<file path="src/rtl/kv_pkg.sv">
// Shared types and entry-layout helpers for the key/value slot controller.
package kv_pkg;

  typedef enum logic [1:0] {
    OP_GET  = 2'b00,
    OP_PUT  = 2'b01,
    OP_DEL  = 2'b10,
    OP_RSVD = 2'b11
  } op_e;

  typedef enum logic [1:0] {
    ST_OK    = 2'b00,
    ST_MISS  = 2'b01,
    ST_FULL  = 2'b10,
    ST_BADOP = 2'b11
  } status_e;

  typedef enum logic [1:0] {
    S_IDLE   = 2'b00,
    S_LOOKUP = 2'b01,
    S_EXEC   = 2'b10,
    S_RESP   = 2'b11
  } state_e;

  // Slot layout, MSB to LSB: {valid, key, value}.
  function automatic int entry_width(input int key_w, input int value_w);
    return 1 + key_w + value_w;
  endfunction

  function automatic int valid_pos(input int key_w, input int value_w);
    return key_w + value_w;
  endfunction

  function automatic int key_lsb(input int value_w);
    return value_w;
  endfunction

endpackage

</file>
<file path="src/rtl/kv_match_encoder.sv">
// Combinational key search over all slots; lowest index wins for both the
// hit and the first free slot.
module kv_match_encoder
  import kv_pkg::*;
#(
  parameter  int NUM_ENTRIES = 8,
  parameter  int KEY_WIDTH   = 16,
  parameter  int VALUE_WIDTH = 32,
  localparam int ENTRY_W     = entry_width(KEY_WIDTH, VALUE_WIDTH),
  localparam int IDX_W       = $clog2(NUM_ENTRIES)
) (
  input  logic [NUM_ENTRIES*ENTRY_W-1:0] slot_rdata,
  input  logic [KEY_WIDTH-1:0]           key,
  output logic                           hit,
  output logic [IDX_W-1:0]               hit_idx,
  output logic                           any_free,
  output logic [IDX_W-1:0]               free_idx
);

  localparam int VPOS = valid_pos(KEY_WIDTH, VALUE_WIDTH);
  localparam int KLSB = key_lsb(VALUE_WIDTH);

  // Scan high to low so the last assignment is the lowest matching index.
  always_comb begin
    hit      = 1'b0;
    hit_idx  = '0;
    any_free = 1'b0;
    free_idx = '0;
    for (int i = NUM_ENTRIES - 1; i >= 0; i--) begin
      if (slot_rdata[i*ENTRY_W + VPOS]) begin
        if (slot_rdata[i*ENTRY_W + KLSB +: KEY_WIDTH] == key) begin
          hit     = 1'b1;
          hit_idx = IDX_W'(i);
        end
      end else begin
        any_free = 1'b1;
        free_idx = IDX_W'(i);
      end
    end
  end

endmodule

</file>
<file path="src/rtl/kv_slot_controller.sv">
// Command front-end for the slot register arrays: one GET/PUT/DEL in flight,
// IDLE -> LOOKUP -> EXEC -> RESP, strobes driven only during EXEC.
module kv_slot_controller
  import kv_pkg::*;
#(
  parameter  int NUM_ENTRIES = 8,
  parameter  int KEY_WIDTH   = 16,
  parameter  int VALUE_WIDTH = 32,
  localparam int ENTRY_W     = entry_width(KEY_WIDTH, VALUE_WIDTH),
  localparam int FC_W        = $clog2(NUM_ENTRIES + 1)
) (
  input  logic                           clk,
  input  logic                           rst_n,
  input  logic                           cmd_valid,
  output logic                           cmd_ready,
  input  logic [1:0]                     cmd_op,
  input  logic [KEY_WIDTH-1:0]           cmd_key,
  input  logic [VALUE_WIDTH-1:0]         cmd_value,
  output logic                           rsp_valid,
  input  logic                           rsp_ready,
  output logic [1:0]                     rsp_status,
  output logic [VALUE_WIDTH-1:0]         rsp_value,
  output logic [FC_W-1:0]                fill_count,
  output logic [NUM_ENTRIES-1:0]         slot_write,
  output logic [NUM_ENTRIES-1:0]         slot_select,
  output logic [ENTRY_W-1:0]             slot_wdata,
  input  logic [NUM_ENTRIES*ENTRY_W-1:0] slot_rdata
);

  localparam int IDX_W = $clog2(NUM_ENTRIES);

  state_e                 state, state_next;

  op_e                    op_p0;
  logic [KEY_WIDTH-1:0]   key_p0;
  logic [VALUE_WIDTH-1:0] value_p0;

  logic                   hit_p1;
  logic [IDX_W-1:0]       hit_idx_p1;
  logic                   any_free_p1;
  logic [IDX_W-1:0]       free_idx_p1;
  logic [VALUE_WIDTH-1:0] hit_value_p1;

  status_e                rsp_status_p2;
  logic [VALUE_WIDTH-1:0] rsp_value_p2;
  logic [FC_W-1:0]        fill_q;

  logic                   enc_hit;
  logic [IDX_W-1:0]       enc_hit_idx;
  logic                   enc_any_free;
  logic [IDX_W-1:0]       enc_free_idx;
  logic [VALUE_WIDTH-1:0] lookup_value;

  logic                   exec_select;
  logic                   exec_write;
  logic [IDX_W-1:0]       exec_idx;
  logic [ENTRY_W-1:0]     exec_wdata;
  status_e                exec_status;
  logic [VALUE_WIDTH-1:0] exec_value;
  logic                   fill_inc;
  logic                   fill_dec;
  logic                   strobe_en;

  // Occupancy step that can never wrap past either end.
  function automatic logic [FC_W-1:0] fill_step(input logic [FC_W-1:0] cnt,
                                                input logic inc,
                                                input logic dec);
    if (inc && (cnt < FC_W'(NUM_ENTRIES))) return cnt + FC_W'(1);
    if (dec && (cnt != '0))                return cnt - FC_W'(1);
    return cnt;
  endfunction

  kv_match_encoder #(
    .NUM_ENTRIES (NUM_ENTRIES),
    .KEY_WIDTH   (KEY_WIDTH),
    .VALUE_WIDTH (VALUE_WIDTH)
  ) u_match (
    .slot_rdata (slot_rdata),
    .key        (key_p0),
    .hit        (enc_hit),
    .hit_idx    (enc_hit_idx),
    .any_free   (enc_any_free),
    .free_idx   (enc_free_idx)
  );

  // Value field of the slot the encoder reports as the hit.
  always_comb begin
    lookup_value = '0;
    for (int i = 0; i < NUM_ENTRIES; i++) begin
      if (enc_hit_idx == IDX_W'(i)) lookup_value = slot_rdata[i*ENTRY_W +: VALUE_WIDTH];
    end
  end

  // FSM state register.
  always_ff @(posedge clk) begin
    if (!rst_n) state <= S_IDLE;
    else        state <= state_next;
  end

  // FSM next-state and handshake outputs.
  always_comb begin
    state_next = state;
    cmd_ready  = 1'b0;
    rsp_valid  = 1'b0;
    case (state)
      S_IDLE: begin
        cmd_ready = rst_n;
        if (cmd_valid) state_next = S_LOOKUP;
      end
      S_LOOKUP: state_next = S_EXEC;
      S_EXEC:   state_next = S_RESP;
      S_RESP: begin
        rsp_valid = 1'b1;
        if (rsp_ready) state_next = S_IDLE;
      end
      default:  state_next = S_IDLE;
    endcase
  end

  // Stage p0: capture the accepted command.
  always_ff @(posedge clk) begin
    if (state == S_IDLE && cmd_valid) begin
      op_p0    <= op_e'(cmd_op);
      key_p0   <= cmd_key;
      value_p0 <= cmd_value;
    end
  end

  // Stage p1: register the search result; a reserved op never reports a hit.
  always_ff @(posedge clk) begin
    if (state == S_LOOKUP) begin
      hit_p1       <= enc_hit && (op_p0 != OP_RSVD);
      hit_idx_p1   <= enc_hit_idx;
      any_free_p1  <= enc_any_free;
      free_idx_p1  <= enc_free_idx;
      hit_value_p1 <= lookup_value;
    end
  end

  // Action decode for EXEC from the registered search result.
  always_comb begin
    exec_select = 1'b0;
    exec_write  = 1'b0;
    exec_idx    = hit_idx_p1;
    exec_wdata  = '0;
    exec_status = ST_OK;
    exec_value  = '0;
    fill_inc    = 1'b0;
    fill_dec    = 1'b0;
    case (op_p0)
      OP_PUT: begin
        exec_wdata = {1'b1, key_p0, value_p0};
        if (hit_p1) begin
          exec_select = 1'b1;
          exec_write  = 1'b1;
        end else if (any_free_p1) begin
          exec_select = 1'b1;
          exec_write  = 1'b1;
          exec_idx    = free_idx_p1;
          fill_inc    = 1'b1;
        end else begin
          exec_status = ST_FULL;
        end
      end
      OP_DEL: begin
        if (hit_p1) begin
          exec_select = 1'b1;
          exec_write  = 1'b1;
          fill_dec    = 1'b1;
        end else begin
          exec_status = ST_MISS;
        end
      end
      OP_GET: begin
        if (hit_p1) begin
          exec_select = 1'b1;
          exec_value  = hit_value_p1;
        end else begin
          exec_status = ST_MISS;
        end
      end
      OP_RSVD: exec_status = ST_BADOP;
    endcase
  end

  // Strobes exist only in EXEC and are suppressed while reset is applied.
  always_comb begin
    strobe_en   = (state == S_EXEC) && rst_n;
    slot_select = '0;
    slot_write  = '0;
    slot_wdata  = '0;
    if (strobe_en) begin
      if (exec_select) slot_select = NUM_ENTRIES'(1) << exec_idx;
      if (exec_write)  slot_write  = NUM_ENTRIES'(1) << exec_idx;
      if (exec_write)  slot_wdata  = exec_wdata;
    end
  end

  // Stage p2: response and occupancy update on the EXEC -> RESP edge.
  always_ff @(posedge clk) begin
    if (!rst_n) begin
      rsp_status_p2 <= ST_OK;
      rsp_value_p2  <= '0;
      fill_q        <= '0;
    end else if (state == S_EXEC) begin
      rsp_status_p2 <= exec_status;
      rsp_value_p2  <= exec_value;
      fill_q        <= fill_step(fill_q, fill_inc, fill_dec);
    end
  end

  assign rsp_status = rsp_status_p2;
  assign rsp_value  = rsp_value_p2;
  assign fill_count = fill_q;

endmodule

</file>
<file path="config.mk">
export PLATFORM = sky130hd
export DESIGN_NAME = kv_slot_controller
export DESIGN_NICKNAME = d
export VERILOG_FILES = /design/src/rtl/kv_pkg.sv /design/src/rtl/kv_match_encoder.sv /design/src/rtl/kv_slot_controller.sv
export SDC_FILE = /design/constraint.sdc
export NUM_CORES = 1
export LEC_CHECK = 0
export CAP_MARGIN = 20
export CORE_AREA = 2 2 213 215
export CTS_BUF_LIST = sky130_fd_sc_hd__clkbuf_4
export CTS_CLUSTER_SIZE = 30
export DETAILED_ROUTE_END_ITERATION = 16
export DIE_AREA = 0 0 215 217
export HOLD_SLACK_MARGIN = 0.12
export PLACE_DENSITY = 0.55
export SLEW_MARGIN = 10
export SYNTH_ARGS = -nofsm -noshare
export SYNTH_HDL_FRONTEND = slang
export SYNTH_SLANG_ARGS = --single-unit
export TNS_END_PERCENT = 20
</file>
<file path="constraint.sdc">
create_clock -name clk -period 9.45 [get_ports clk]
set_input_delay 1.89 -clock clk [delete_from_list [all_inputs] [get_ports clk]]
set_output_delay 1.89 -clock clk [all_outputs]
set_load 0.01 [all_outputs]
</file>
==> summary.md <==
| Metric | Value |
|---|---|
| Status | finished clean |
| Clock root buffer | clkbuf_4 |
| Mean area per synthesized cell | roughly 9.4 µm² |
| Final setup violation count | 0 |
| Core Footprint | 0.0447 mm² |
| Largest family of logic cells by synthesized area | compound AO/OA/AOI/OAI gates |
| Min Hold Slack | 0.466 ns |
| Final slew viol count | 0 |
| Critical Path RT | 7.56 ns |
| Starting Density | 20.3% |
| RSZ-0062 raised after global routing | false |
| CTS Buf Count | 17 |
| Number of clock sinks | 130 |
| Post-synthesis adder-cell area fraction | under 10% |
| # Post-CTS Setup Buffers | 0 |
| Crit path arrival time | 4.14 ns |
| Fin crit period | 6.03 ns |
| Hold path cells | 1 |
| Flop2flop setup slack | 4.78 ns |
| End of the worst hold path | rsp_value[6] |
| Post-route ant nets | 0 |
| Final period utilization | 63.9% |
| DRC viols | 0 |
| Static leakage | 5.55 nW |
| Number of flops mapped to enable cells by yosys | 90 |
| Htree depth | 4 |
| Clock Latency Late Sink | 0.65 ns |
| DR pass1 iterations | 5 |
| Synth Area in Simple Gates | 19.5% |
| WL final | between 40000 and 50000 µm |
| Peak VDD IR | roughly 0.000060 V |
| Reg-to-reg endpoint | hit_value_p1[18] |
| DRT iter0 DRCs | 730 |
| CTS tree | done |
| Post-synthesis mux area share | 1.68% |
| Post-synthesis sequential area ratio | 38.6% |
| Placed cell area | roughly 0.015 mm² |
| Clock-pin slew on the worst setup and hold paths | 0.13 ns |
| Most common cell after layout, fill and taps aside | clkdlybuf4s50_1 |
| Via/cell ratio | between 4 and 5 |
| Vias | 10.1k |
| Mapped cell area | 0.00909 mm² |
| Critical path capture point type | output port |
| Resized Gates After CTS | 0 |
| WS Path Type | input pin to output port |
| R2r startpoint | key_p0[5] |
| Worst slew pin tran | 1.07 ns |
| Die height | between 200 and 250 µm |
| Fraction of layout cells with a size suffix above 1 | about 5.7% |
| First-pass GRT wire length | around 70000 µm |
| # nets final | 1939 |
| Post-synthesis register bit count | 130 |
| Ratio of total power to cell area | 122 mW/mm² |
| IO Count | 551 |
| Slowest-stage cell, CP | clkdlybuf4s50_1 |
| Largest net degree at the start of global routing | 52 |
| FF-to-FF path depth | 10 |
| Critical Path Source Type | input pin |
| Synth-to-layout area growth | 70.5% |
| Max Fclk | 0.166 GHz |
| Gate Count Post-Synth | slightly below 1k |
| Final hold violations | 0 |
| Max Cap Violations | 0 |
| GR Util All Layers | 20.7% |
| Final setup TNS | 0 ns |
| HP Start | hit_value_p1[6] |
| Buffers on Ports | 550 |
| Post-route cell area | approximately 0.015 mm² |
| Library cells used by synthesis | 71 |
| Post-detail-place hpwl | 40400 µm |
| Yosys warning count | 0 |
| CP Cell Sequence | clkdlybuf4s50_1 -> and4_1 -> buf_4 -> a31oi_1 -> nor2_1 -> nand2_1 -> nor2_1 -> clkdlybuf4s50_1 |
| Slowest stage delay, CP | 0.60 ns |
| Hold_buf cts | 0 |
| Vias in the first global route | roughly 10k |
| Clk_skew | 0.0423 ns |
| Mapped Nets | 1419 |
| GR Overflow Total | 0 |
| Most frequent cells in the layout | clkdlybuf4s50_1, nand2_1, xnor2_1 |
| Post-synthesis async set-or-reset flop share | 0% |
| Die width | 215 µm |
| Wire per inst | 23.7 µm |
| DIE AREA | between 0.04 and 0.05 mm² |
| Hold crit path type | register to register |
| Clock tree buffer depth | 2 |
| Slew HR | between 20 and 30% |
| Ys flop type | edfxtp_1 |
| Biggest fanout along the worst timing path | 33 |
| Post-Synth XOR/XNOR Area | between 10 and 15% |
| Final RePlAce weighted congestion | 0.889 |
| Synth Area in Compound Gates | between 20% and 30% |
| # rows | 78 |
| Initial antenna violation count | 8 |
-- worst max path at each step --
stage	from	to	slack, ns	cells past startpoint
6_report	rst_n	slot_select[0]	3.42	8
5_1_grt	rst_n	slot_select[0]	3.23	8
4_1_cts	rst_n	slot_select[0]	3.39	8
3_5_place_dp	rst_n	slot_select[0]	3.39	8
3_3_place_gp	slot_rdata[94]	hit_value_p1[25]	3.32	11
2_1_floorplan	rst_n	slot_select[0]	4.87	6
-- logic make-up after synthesis --
group | count (synthesis)
adders and majority gates | 11
xor gates and xnor gates | 131
and+or+nand+nor | 355
buffers and inverters | 91
AOI/OAI and AO/OA | 229
DFF | 130
muxes | 15
-- flip-flops by register name, summed over array words and instances (netlist names) --
| name | flops |
|---|---|
| any_free_p1 | 1 |
| op_p0 | 2 |
| hit_value_p1 | 32 |
| free_idx_p1 | 3 |
| rsp_value | 32 |
| key_p0 | 16 |
| state | 2 |
| value_p0 | 32 |
| hit_idx_p1 | 3 |
| hit_p1 | 1 |
| rsp_status | 2 |
| fill_count | 4 |
-- final cells by class --
type                       instances  area (µm²)
clock buffer                      18         135
clock inverter                    14         154
fill                            4658       29200
antenna                            7        17.5
multi-input combinational        741        5170
tap                              600         751
sequential                       130        3500
timing repair buffer             571        5690
inverter                          21        78.8
-- routing by layer --
layer / wire (µm) / vias up / track usage [%]
li1: - / 4668 / -
met1: 20500 / 4801 / 24.7
met2: 24100 / 540 / 35.3
met3: 3810 / 62 / 5.70
met4: 1450 / 2 / 8.18
met5: 7 / - / 0
-- metrics by stage --
stage	setup WS [ns]	power, W	cells	util, %
floorplan	4.87	0.00113	962	-
finish	3.42	0.00188	2102	34.7
detailed placement	3.39	0.00149	2061	33.9
global route	3.23	0.00198	2102	34.7
global placement	3.32	0.00148	2060	33.9
CTS	3.39	0.00191	2093	34.6
-- synthesized netlist by cell type, types with 4 or more instances --
| library cell | count | area [µm²] |
|---|---|---|
| nor2_1 | 76 | 285 |
| nand2_1 | 116 | 435 |
| o2bb2ai_1 | 20 | 175 |
| dfxtp_1 | 40 | 801 |
| o21ai_1 | 6 | 30.0 |
| a22o_1 | 53 | 464 |
| ha_1 | 11 | 138 |
| or4_1 | 9 | 67.6 |
| clkbuf_1 | 43 | 161 |
| o2111ai_1 | 21 | 184 |
| a21oi_1 | 12 | 60.1 |
| or2_2 | 9 | 56.3 |
| a2bb2oi_1 | 5 | 43.8 |
| a221oi_1 | 22 | 193 |
| nand4_1 | 27 | 169 |
| edfxtp_1 | 90 | 2700 |
| a21boi_0 | 5 | 37.5 |
| xor2_1 | 16 | 140 |
| buf_2 | 4 | 20.0 |
| mux2i_1 | 13 | 130 |
| a221o_1 | 5 | 50.1 |
| buf_6 | 11 | 124 |
| nor3_1 | 10 | 50.1 |
| and2_1 | 6 | 37.5 |
| nand3_1 | 17 | 85.1 |
| buf_4 | 12 | 90.1 |
| xnor2_1 | 112 | 981 |
| and3_1 | 52 | 325 |
| a22oi_1 | 27 | 203 |
| nor4_1 | 12 | 75.1 |
| nand2b_1 | 5 | 31.3 |
| o21ai_0 | 9 | 45.0 |
| o22ai_1 | 7 | 43.8 |
| inv_1 | 21 | 78.8 |
| a211oi_1 | 4 | 30.0 |
-- critical path, delay by kind of cell --
family	cells	cell delay (ns)
AND/OR/NAND/NOR	4	0.65
AO/OA/AOI/OAI	1	0.08
buffers and inverters	3	1.53
-- report_power, final --
part / switching [W] / internal [W] / leakage [nW]
clock: 0.000252 / 0.000163 / 0.147
combinational: 0.000283 / 0.000328 / 4.23
sequential: 0.000113 / 0.000746 / 1.17
total: 0.000648 / 0.00124 / 5.55
Power figures use the tool's default switching activity.
